===== config.mk =====
export PLATFORM = sky130hd
export DESIGN_NAME = block_sync_rx
export DESIGN_NICKNAME = d
export VERILOG_FILES = /design/src/rtl/block_sync_rx.sv
export SDC_FILE = /design/constraint.sdc
export NUM_CORES = 1
export LEC_CHECK = 0
export CAP_MARGIN = 20
export CORE_UTILIZATION = 50
export CTS_CLUSTER_SIZE = 12
export DETAILED_ROUTE_END_ITERATION = 10
export PLACE_DENSITY_LB_ADDON = 0.3
export RECOVER_POWER = 100
export SLEW_MARGIN = 25
export SYNTH_ARGS = -nofsm -noshare
export SYNTH_HDL_FRONTEND = slang
export SYNTH_SLANG_ARGS = --single-unit

===== constraint.sdc =====
create_clock -name clk -period 5.1 [get_ports clk]
set_input_delay 0.51 -clock clk [delete_from_list [all_inputs] [get_ports clk]]
set_output_delay 0.51 -clock clk [all_outputs]
set_load 0.02 [all_outputs]

===== src/rtl/block_sync_rx.sv =====
// ---------------------------------------------------------------------------
// block_sync_rx
//   Per-lane 64b/66b block lock state machine on the PCS receive path.
//   Sits between gearbox_rx and the descrambler / alignment-marker lock.
//   Every received block's 2-bit sync header is classified as valid (01/10)
//   or invalid (00/11). While hunting, a single invalid header asks the
//   gearbox to slip one bit. Once SH_CNT_MAX clean headers arrive in a row,
//   lock is declared. While locked, SH_INVLD_MAX invalid headers within one
//   SH_CNT_MAX window drop lock and request a slip.
//
// Ports
//   clk        in   1       PCS clock
//   nreset     in   1       asynchronous active-low reset
//   valid_i    in   1       head_i carries a new block header this cycle
//   head_i     in   HEAD_W  sync header of the current block
//   slip_v_o   out  1       one-cycle request to gearbox_rx to slip by 1 bit
//   lock_v_o   out  1       block lock acquired
//   state_dbg  out  2       current FSM state (0=TEST, 1=LOCKED, 2=WAIT)
//
// Handshake: there is no back-pressure. A header is consumed on every rising
//   clk edge where valid_i=1. Both outputs are registered, so they reflect
//   the header seen on the previous valid cycle. slip_v_o is a single-cycle
//   pulse, even if valid_i drops on the next cycle.
// ---------------------------------------------------------------------------
module block_sync_rx #(
   parameter int HEAD_W       = 2,
   parameter int SH_CNT_MAX   = 64,
   parameter int SH_INVLD_MAX = 16,
   parameter int SLIP_WAIT_N  = 1
) (
   input  logic              clk,
   input  logic              nreset,
   input  logic              valid_i,
   input  logic [HEAD_W-1:0] head_i,
   output logic              slip_v_o,
   output logic              lock_v_o,
   output logic [1:0]        state_dbg
);

   localparam int SH_W   = $clog2(SH_CNT_MAX + 1);
   localparam int INV_W  = $clog2(SH_INVLD_MAX + 1);
   localparam int WAIT_W = $clog2(SLIP_WAIT_N + 1);

   localparam logic [SH_W-1:0]   SH_LAST   = SH_W'(SH_CNT_MAX);
   localparam logic [INV_W-1:0]  INV_LAST  = INV_W'(SH_INVLD_MAX);
   localparam logic [WAIT_W-1:0] WAIT_INIT = WAIT_W'(SLIP_WAIT_N);

   typedef enum logic [1:0] {
      ST_TEST   = 2'd0,
      ST_LOCKED = 2'd1,
      ST_WAIT   = 2'd2
   } state_t;

   state_t              state, state_nxt;
   logic [SH_W-1:0]     sh_cnt, sh_cnt_nxt;
   logic [INV_W-1:0]    invld_cnt, invld_cnt_nxt;
   logic [WAIT_W-1:0]   wait_cnt, wait_cnt_nxt;
   logic                slip_nxt, lock_nxt;

   logic                sh_valid;
   logic [SH_W-1:0]     sh_inc;
   logic [INV_W-1:0]    inv_inc;

   assign sh_valid = (head_i == HEAD_W'(1)) | (head_i == HEAD_W'(2));

   // Candidate counter values for the current header; the comparisons
   // below look at the post-increment count so the 64th / 16th header
   // itself triggers the decision.
   assign sh_inc  = sh_cnt + SH_W'(1);
   assign inv_inc = invld_cnt + {{(INV_W-1){1'b0}}, ~sh_valid};

   assign state_dbg = state;

   always_ff @(posedge clk or negedge nreset) begin
      if (!nreset) begin
         state     <= ST_TEST;
         sh_cnt    <= '0;
         invld_cnt <= '0;
         wait_cnt  <= '0;
         slip_v_o  <= 1'b0;
         lock_v_o  <= 1'b0;
      end else begin
         state     <= state_nxt;
         sh_cnt    <= sh_cnt_nxt;
         invld_cnt <= invld_cnt_nxt;
         wait_cnt  <= wait_cnt_nxt;
         slip_v_o  <= slip_nxt;
         lock_v_o  <= lock_nxt;
      end
   end

   always_comb begin
      state_nxt     = state;
      sh_cnt_nxt    = sh_cnt;
      invld_cnt_nxt = invld_cnt;
      wait_cnt_nxt  = wait_cnt;
      slip_nxt      = 1'b0;       // slip is a pulse, never held
      lock_nxt      = lock_v_o;

      if (valid_i) begin
         case (state)
            ST_TEST: begin
               if (!sh_valid) begin
                  // Invalid header beats a completed window: slip, no lock.
                  slip_nxt      = 1'b1;
                  sh_cnt_nxt    = '0;
                  invld_cnt_nxt = '0;
                  wait_cnt_nxt  = WAIT_INIT;
                  state_nxt     = ST_WAIT;
               end else if (sh_inc == SH_LAST) begin
                  lock_nxt      = 1'b1;
                  sh_cnt_nxt    = '0;
                  invld_cnt_nxt = '0;
                  state_nxt     = ST_LOCKED;
               end else begin
                  sh_cnt_nxt    = sh_inc;
               end
            end

            ST_LOCKED: begin
               // Loss of lock is checked first so it wins over window end.
               if (inv_inc == INV_LAST) begin
                  lock_nxt      = 1'b0;
                  slip_nxt      = 1'b1;
                  sh_cnt_nxt    = '0;
                  invld_cnt_nxt = '0;
                  wait_cnt_nxt  = WAIT_INIT;
                  state_nxt     = ST_WAIT;
               end else if (sh_inc == SH_LAST) begin
                  sh_cnt_nxt    = '0;
                  invld_cnt_nxt = '0;
               end else begin
                  sh_cnt_nxt    = sh_inc;
                  invld_cnt_nxt = inv_inc;
               end
            end

            ST_WAIT: begin
               // Headers here belong to the old alignment; drop them while
               // the gearbox settles on the new boundary.
               wait_cnt_nxt = wait_cnt - WAIT_W'(1);
               if (wait_cnt <= WAIT_W'(1)) begin
                  wait_cnt_nxt = '0;
                  state_nxt    = ST_TEST;
               end
            end

            default: begin
               state_nxt     = ST_TEST;
               sh_cnt_nxt    = '0;
               invld_cnt_nxt = '0;
               wait_cnt_nxt  = '0;
               lock_nxt      = 1'b0;
            end
         endcase
      end
   end

endmodule


Yosys cells after proc, flatten, opt, wreduce, memory -nomap -nowiden:

Cells that the tools add are included.

* flip-flop bits (word level): 17
* output and inout bits: 4
* logic and storage cells: 57
* bits of input ports: 5

* muxes and demuxes: 26
* order comparisons: 1
* eq/ne operators: 12
* reduce and logical (&&, ||, !) cells: 6
* bitwise logic cells: 3
* add/sub/neg operators: 3

Operator list (number)
* $mux W7: 3
* $pmux W7 S3: 1
* $mux W5: 4
* $pmux W5 S3: 1
* $ne A2 B2 Y1 const B: 5
* $mux W1: 9
* $mux W2: 4
* $add A7 B1 Y7 const B: 1
* $eq A7 B7 Y1 const B: 1
* $pmux W1 S3: 2
* $pmux W2 S3: 1
* $reduce_and A3 Y1: 2
* $add A5 B1 Y5: 1
* $eq A5 B5 Y1 const B: 1
* $reduce_and A5 Y1: 1
* $eq A2 B1 Y1 const B: 2
* $eq A2 B2 Y1 const B: 2
* $reduce_and A4 Y1: 1
* $ne A3 B3 Y1 const B: 1
* $logic_not A2 Y1: 1
* $not A1 Y1: 2
* $pmux W1 S2: 1
* $reduce_and A2 Y1: 1
* $le A1 B1 Y1 const B: 1
* other kinds (2): 2

Depth between registers and ports, before layout:

Gate-level depths: netlist of run 1.

* word-level depth: 8
* depth in mapped cells: 9

Least setup slack after synthesis of run 1:

Ideal clock, no wire load.

* kind: in2reg
* from: input head_i[1]
* to: register sh_cnt[5]
* arrival: 2138 ps
* cell stages on the path: 8
* path slack: 2841 ps
* cells stage by stage: xor2_1 inv_1 ha_1 ha_1 a211oi_4 a31oi_4 a21o_1 a22o_1

* longest elaborated chain between the ends: 7
* elaborated cells between the ends (all ways): 9
* classes of those cells: 1 x add/sub; 3 x eq/ne; 3 x mux; 2 x bitwise

Ends and longest elaborated chain
* from (decl): line 34 `input logic [HEAD_W-1:0] head_i,`
* $eq A2 B1 Y1 or $eq A2 B2 Y1 (tied branches): line 64 `assign sh_valid = (head_i == HEAD_W'(1)) | (head_i == HEAD_W'(2));`
* $or A1 B1 Y1 (*): line 64
* $not A1 Y1: line 70 `assign inv_inc = invld_cnt + {{(INV_W-1){1'b0}}, ~sh_valid};`
* $add A5 B1 Y5: line 70
* $eq A5 B5 Y1: line 122 `if (inv_inc == INV_LAST) begin`
* $mux W7: line 122
* $pmux W7 S3 (*): line 101 `case (state)`
* to (signal assigned): line 84 `sh_cnt <= sh_cnt_nxt;`
* to (decl): line 55 `logic [SH_W-1:0] sh_cnt, sh_cnt_nxt;`

Every way passes the cells marked *; elsewhere a longest branch is shown, timed or not.
A chain may end at the register's enable or synchronous reset.

Worst setup path after layout of run 1:

* from: input head_i[0]
* to: register sh_cnt[6]

Same word-level chain as after synthesis.

==> out/results.env, run 1 <==
WIRELENGTH_MM=2.30
GRT_PASS1_VIAS=873
CTS-ROOT-BUF='clkbuf_4'
MAXIMUM_CLOCK_PATH_BUFFER_COUNT=2
NUMBER_OF_SYNTHESIZED_FLOPS_WITH_AN_ENABLE_PIN=0
GRT_FIRST_PASS_WIRELENGTH_MM=4.00
ROUTE.VIAS.TOTAL=936
POST_SYNTH_NUM_CELL_TYPES=44
FMAXACHIEVABLE_GHz=0.327
WORST-SLEW-PIN-TRANSITION_PS=773
DPL.CELL_COUNT=151
STDCELL_COUNT=155
INSERTION_DELAY_PS=290
DIE-AREA_MM2=0.00242
FLOORPLAN.CORE_AREA_MM2=0.00202
ANTENNADIODECOUNT=0
CP_DATA_REQUIRED_TIME_PS=5310
SYNTH_TOP_CELL_AREA_SHARE=0.360
YS_WARN_COUNT=0
TIMING.FINAL.HOLD_VIOLATIONS=0
INITIALDRTVIOLATIONCOUNT=27
OUTCOME='finished, final reports clean'
POWER_LEAKAGE_uW=0.000503
DRT_DRC_VIOLATIONS_LEFT=0
SYN-CELL-AREA_MM2=0.00111
PLACER_CONGESTION_ESTIMATE=0.912
INITIAL_UTILIZATION=0.551
CTS_BUFFERS=3
GLOBALROUTEOVERFLOWTOTAL=0
IO_BUFFER_COUNT=8
CLOCK_TREE_FROM_TRITONCTS='yes'
WORSTPATHARRIVAL_PS=3260
POST_ROUTE_SETUP_TNS_PS=0
ROWS=16
POST-CTS-SETUP-BUFFERS=0
SETUP_SLACK_AFTER_LAYOUT_PS=2050
GLOBALROUTETOTALUTIL=0.221
SETUP_VIOL=0
CTS_HOLD_REPAIR.BUFFERS=0
CLOCK-SKEW-FINAL_PS=2.51
TIMING.HOLD.WORST.CLASS='flop to flop'
MOST-COMMON-LAYOUT-CELLS='dfrtp_1 (16), nand2_1 (14), nor2_1 (8), a31oi_1 (8), a21oi_1 (8)'
IO_PINS=9
MAXCAPVIOLCOUNT=0
SYNTH_SEQ_CELLS=16
LAYOUT-AREA-OVERHEAD-VS-SYNTH_PCT=7.30
CRITICAL_PATH.CELL_CHAIN='dlygate4sd3_1 -> xor2_1 -> inv_1 -> ha_1 -> ha_1 -> nand2_1 -> o2bb2ai_1 -> a31oi_1 -> nand2_1 -> o21ai_0'
RELSLEWSLACK=0.483
PATH_CLASS='input pin to flop'
REGAREA_UM2=400
WORST_PATH_LARGEST_CELL_DELAY_PS=670
SYNTH_CELLS=119
SYNTHARSTFLOPSHARE=1.00
POST_SYNTHESIS_NET_COUNT=128
WORST_IR_DROP_VDD_mV=0.185
POWER.DENSITY_CELL_AREA_mW_PER_MM2=319
YS_SEQ_AREA_FRAC=0.360
CTS.SINKS=16
FINAL_LAYOUT_SIZE_SUFFIX_GT1_FRAC=0.109
NUM-NETS-FINAL=138
GRT_START_MAX_NET_PINS=17
CRITPATHCAPTURETYPE='flop'
GRT_SETUP_UNREPAIRED='no'
TIMING.HOLD.WS_PS=538
HPWLAFTERDP_MM=1.68
NFILLCELLS=177
COMBINED_AREA_OF_THE_MULTI_INPUT_LOGIC_CELLS_UM2=618
GRT_ANTENNA_BEFORE_REPAIR=0
CTS-HTREE-LEVELS=1
SYNTH_AREA_PER_CELL_UM2=9.36
FIRSTDRTPASSITERS=4
LAYOUT_COMMONEST_CELL='dfrtp_1'
CLKSLEWWORSTSETUPHOLDPATHS_PS=90
POST-ROUTE-PERIOD-UTIL=0.599
FINAL_PERIOD_MINUS_WORST_SETUP_SLACK_PS=3050
YOSYS.AREA.TOP_TYPE='dfrtp_1'
TIMING_MAX_TRANSITION_VIOLATIONS_FINAL=0
WL_PER_CELL_UM=14.8
DIEWIDTH_UM=49.2
CTS.REPAIR.RESIZED=0
CP_SLOWEST_CELL='a31oi_1'
SYNTH.AREA.TOP_CELLS='dfrtp_1 (36%), nand2_1 (4.7%), ha_1 (4.5%), a31oi_1 (3.9%), a21oi_1 (3.6%)'
SYNTH_FLOP_CELL='dfrtp_1'
FINAL_DESIGN_UTILIZATION=0.591
DIE_H_UM=49.2
FINAL_ANTENNA_NET_COUNT=0
WORST_SETUP_SLACK_AFTER_PLACEMENT_PS=2180
DRT-VIAS-PER-INSTANCE=6.04
WORST_PATH_FANOUT_MAX=10
STARTPOINT_TYPE_OF_THE_WORST_SETUP_PATH='input pin'
state kept, by name, summed over array words and instances (netlist names):
signal	cells
sh_cnt	7
invld_cnt	5
state_dbg	2
lock_v_o	1
slip_v_o	1
synthesized netlist by cell type (3+ instances only):
cell type / n
inv_1: 7
nand2_1: 14
o22ai_1: 3
nand2b_1: 4
nor2_1: 8
dfrtp_1: 16
a31oi_1: 7
a21oi_1: 8
o21ai_0: 7
nand3_1: 3
ha_1: 4
worst max-delay path: cells and delay by family:
kind / cells / cell delay [ps]
fa+ha+maj: 2 / 520
buf+inv: 2 / 690
compound gates: 3 / 990
xor+xnor: 1 / 280
simple gates: 2 / 280
final cells by class:
class / count / share of cell area
multi-input cells: 93 / 0.517
flip-flops and latches: 16 / 0.335
repair buffers: 8 / 0.0670
clock buffers: 4 / 0.0304
well taps: 27 / 0.0283
inverters: 7 / 0.0220
stage by stage:
step	total power (uW)	instance area [um2]
floorplan	282	1110
global placement	300	1200
detailed placement	304	1200
CTS	387	1230
global route	406	1190
finish	381	1190
final timing paths:
path                       cells after the start          from  slack, ps            to
setup / recovery                              10     head_i[0]       2050     sh_cnt[6]
hold / removal                                 2     sh_cnt[6]        540     sh_cnt[6]
setup reg to reg                               7  invld_cnt[0]       2830     sh_cnt[6]
hold reg to reg                                2     sh_cnt[6]        540     sh_cnt[6]
max in group asynchronous                      1        nreset       3950  invld_cnt[1]
min in group asynchronous                      1        nreset        710  invld_cnt[2]
per-layer routing:
metal  track usage  part of all wire  wire length [um]  vias to the layer above
li1              -                 -                 -                      462
met1         0.275              0.46              1060                      431
met2         0.354              0.47              1080                       35
met3        0.0654             0.051               117                        8
met4        0.0882             0.017                38                        0
met5             0                 0                 0                        -
where the power goes:
| group | leakage, uW | internal (uW) | total [uW] | switching [uW] |
|---|---|---|---|---|
| Sequential | 0.000213 | 148 | 194 | 46.2 |
| Clock | 0.0000210 | 43.5 | 82.2 | 38.7 |
| Combinational | 0.000269 | 50.5 | 105 | 54.7 |
cell families (layout without fill, tap and decap cells):
kind of cell | count (synthesis) | count (layout) | synth area share
buffers and inverters | 10 | 19 | 0.0506
flip-flops | 16 | 16 | 0.360
AO/OA/AOI/OAI | 47 | 47 | 0.342
adder cells (fa/ha/maj) | 4 | 4 | 0.0449
AND/OR/NAND/NOR | 40 | 40 | 0.188
XOR/XNOR | 2 | 2 | 0.0157
Power figures use the tool's default switching activity.
==> run 2: changes to the inputs <==
- clock period: 5.1 -> 3.05 ns (I/O delays scaled with it)
==> out/results.env, run 2 (synthesized netlist as in run 1, its figures left out) <==
OUTCOME='finished, final reports clean'
DIEWIDTH_UM=49.2  # unchanged
LARGEST_REGISTER='sh_cnt'
DIE_H_UM=49.2  # unchanged
GRT_START_MAX_NET_PINS=17  # unchanged
LAYOUT_COMMONEST_CELL='dfrtp_1'
DPL.CELL_COUNT=151  # unchanged
TIMING_MAX_TRANSITION_VIOLATIONS_FINAL=0  # unchanged
WORST_PATH_FANOUT_MAX=5  # -5
GRT_PASS1_VIAS=843  # -3.4%
LAYOUT-AREA-OVERHEAD-VS-SYNTH_PCT=8.20
CLOCK-SKEW-FINAL_PS=5.04  # +2.52 ps
TIMING.HOLD.WORST.CLASS='input pin to async pin'
CLKSLEWWORSTSETUPHOLDPATHS_PS=100  # about the same
FINAL_DESIGN_UTILIZATION=0.596  # +0.00495
GRT_FIRST_PASS_WIRELENGTH_MM=3.82  # -4.5%
FINAL_LAYOUT_SIZE_SUFFIX_GT1_FRAC=0.117  # +0.00781
TIMING.FINAL.HOLD_VIOLATIONS=0  # unchanged
RELSLEWSLACK=0.476  # -0.00656
CTS.REPAIR.RESIZED=0  # unchanged
FMAXACHIEVABLE_GHz=0.383
NFILLCELLS=171  # -3.4%
IO_BUFFER_COUNT=8  # unchanged
INSERTION_DELAY_PS=290  # about the same
CTS_HOLD_REPAIR.BUFFERS=0  # unchanged
GLOBALROUTETOTALUTIL=0.208  # -0.0130
PLACER_CONGESTION_ESTIMATE=0.912  # about the same
HPWLAFTERDP_MM=1.70  # +1.2%
FLOORPLAN.CORE_AREA_MM2=0.00202  # unchanged
ROWS=16  # unchanged
IO_PINS=9  # unchanged
CTS-HTREE-LEVELS=1  # unchanged
CTS.SINKS=16  # unchanged
COMBINED_AREA_OF_THE_MULTI_INPUT_LOGIC_CELLS_UM2=628  # +1.6%
CRITPATHCAPTURETYPE='flop'
LARGEST_REGISTER_FF_COUNT=7  # unchanged
CTS_BUFFERS=3  # unchanged
INITIAL_UTILIZATION=0.551  # unchanged
SETUP_VIOL=0  # unchanged
POST-ROUTE-PERIOD-UTIL=0.856
STARTPOINT_TYPE_OF_THE_WORST_SETUP_PATH='input pin'
FIRSTDRTPASSITERS=4  # unchanged
POST-CTS-SETUP-BUFFERS=0  # unchanged
ROUTE.VIAS.TOTAL=950  # +1.5%
WORST-SLEW-PIN-TRANSITION_PS=785  # +12.7 ps
CLOCK_TREE_FROM_TRITONCTS='yes'
DRT_DRC_VIOLATIONS_LEFT=0  # unchanged
ANTENNADIODECOUNT=0  # unchanged
MAXCAPVIOLCOUNT=0  # unchanged
REGAREA_UM2=400  # unchanged
MAXIMUM_CLOCK_PATH_BUFFER_COUNT=2  # unchanged
INITIALDRTVIOLATIONCOUNT=14  # -48%
DRT-VIAS-PER-INSTANCE=6.13  # +1.5%
CTS-ROOT-BUF='clkbuf_4'
PATH_CLASS='input pin to flop'
WORSTPATHARRIVAL_PS=2810  # -450 ps
CP_DATA_REQUIRED_TIME_PS=3250  # -2060 ps
NUM-NETS-FINAL=138  # unchanged
GRT_ANTENNA_BEFORE_REPAIR=0  # unchanged
DIE-AREA_MM2=0.00242  # unchanged
POST_ROUTE_SETUP_TNS_PS=0  # unchanged
STDCELL_COUNT=155  # unchanged
WORST_IR_DROP_VDD_mV=0.382  # +110%
FINAL_PERIOD_MINUS_WORST_SETUP_SLACK_PS=2610
POWER.DENSITY_CELL_AREA_mW_PER_MM2=529  # +66%
GLOBALROUTEOVERFLOWTOTAL=0  # unchanged
GRT_SETUP_UNREPAIRED='no'
WIRELENGTH_MM=2.34  # +1.8%
FINAL_ANTENNA_NET_COUNT=0  # unchanged
MOST-COMMON-LAYOUT-CELLS='dfrtp_1 (16), nand2_1 (14), nor2_1 (8), a21oi_1 (8)'
POWER_LEAKAGE_uW=0.000506  # +0.55%
WL_PER_CELL_UM=15.1  # +1.8%
## run 2: cell counts in the layout (fill, tap and decap cells not counted)
Identical to the previous run, type by type.
## run 2: worst max-delay path, stage by stage
cell,delay (ps)
dlygate4sd3_1,550
xor2_1,290
inv_1,150
ha_1,260
ha_1,270
nand2_1,80
o2bb2ai_1,150
a211oi_2,370
a31oi_1,140
a211oi_1,260
## run 2: worst paths after layout
kind,startpoint,to,slack [ps],depth (start not counted)
setup / recovery,head_i[1],invld_cnt[4],440,10
hold / removal,nreset,state_dbg[1],490,1
setup reg to reg,sh_cnt[1],invld_cnt[4],640,6
hold reg to reg,sh_cnt[6],sh_cnt[6],530,2
max in group asynchronous,nreset,invld_cnt[4],2110,1
min in group clk,sh_cnt[6],sh_cnt[6],530,2
## run 2: metal layers
layer	vias to the layer above	track usage	routed length (um)
met5	-	0	0
met4	0	0.0392	0
met3	0	0.0467	132
met2	26	0.336	1100
met1	461	0.285	1100
li1	463	-	-
## run 2: stage by stage
stage,cell area [um2],worst slack [ps],power [uW],hold slack [ps]
6_report,1200,439,637,491
5_1_grt,1200,241,677,561
4_1_cts,1230,608,652,459
3_5_place_dp,1200,316,509,517
3_3_place_gp,1200,398,501,490
2_1_floorplan,1110,996,471,9.41
## run 2: where the power goes
group / switching [uW] / internal (uW) / total (uW)
sequential: 76.8 / 247 / 323
combinational: 83.6 / 84.5 / 168
clock: 72.5 / 72.8 / 145
total: 233 / 404 / 637
## run 2: area by class of cell
cell class | count | area share
clock buffers | 4 | 0.0301
repair buffers | 8 | 0.0665
well taps | 27 | 0.0280
multi-input cells | 93 | 0.521
inverters | 7 | 0.0218
flip-flops and latches | 16 | 0.332
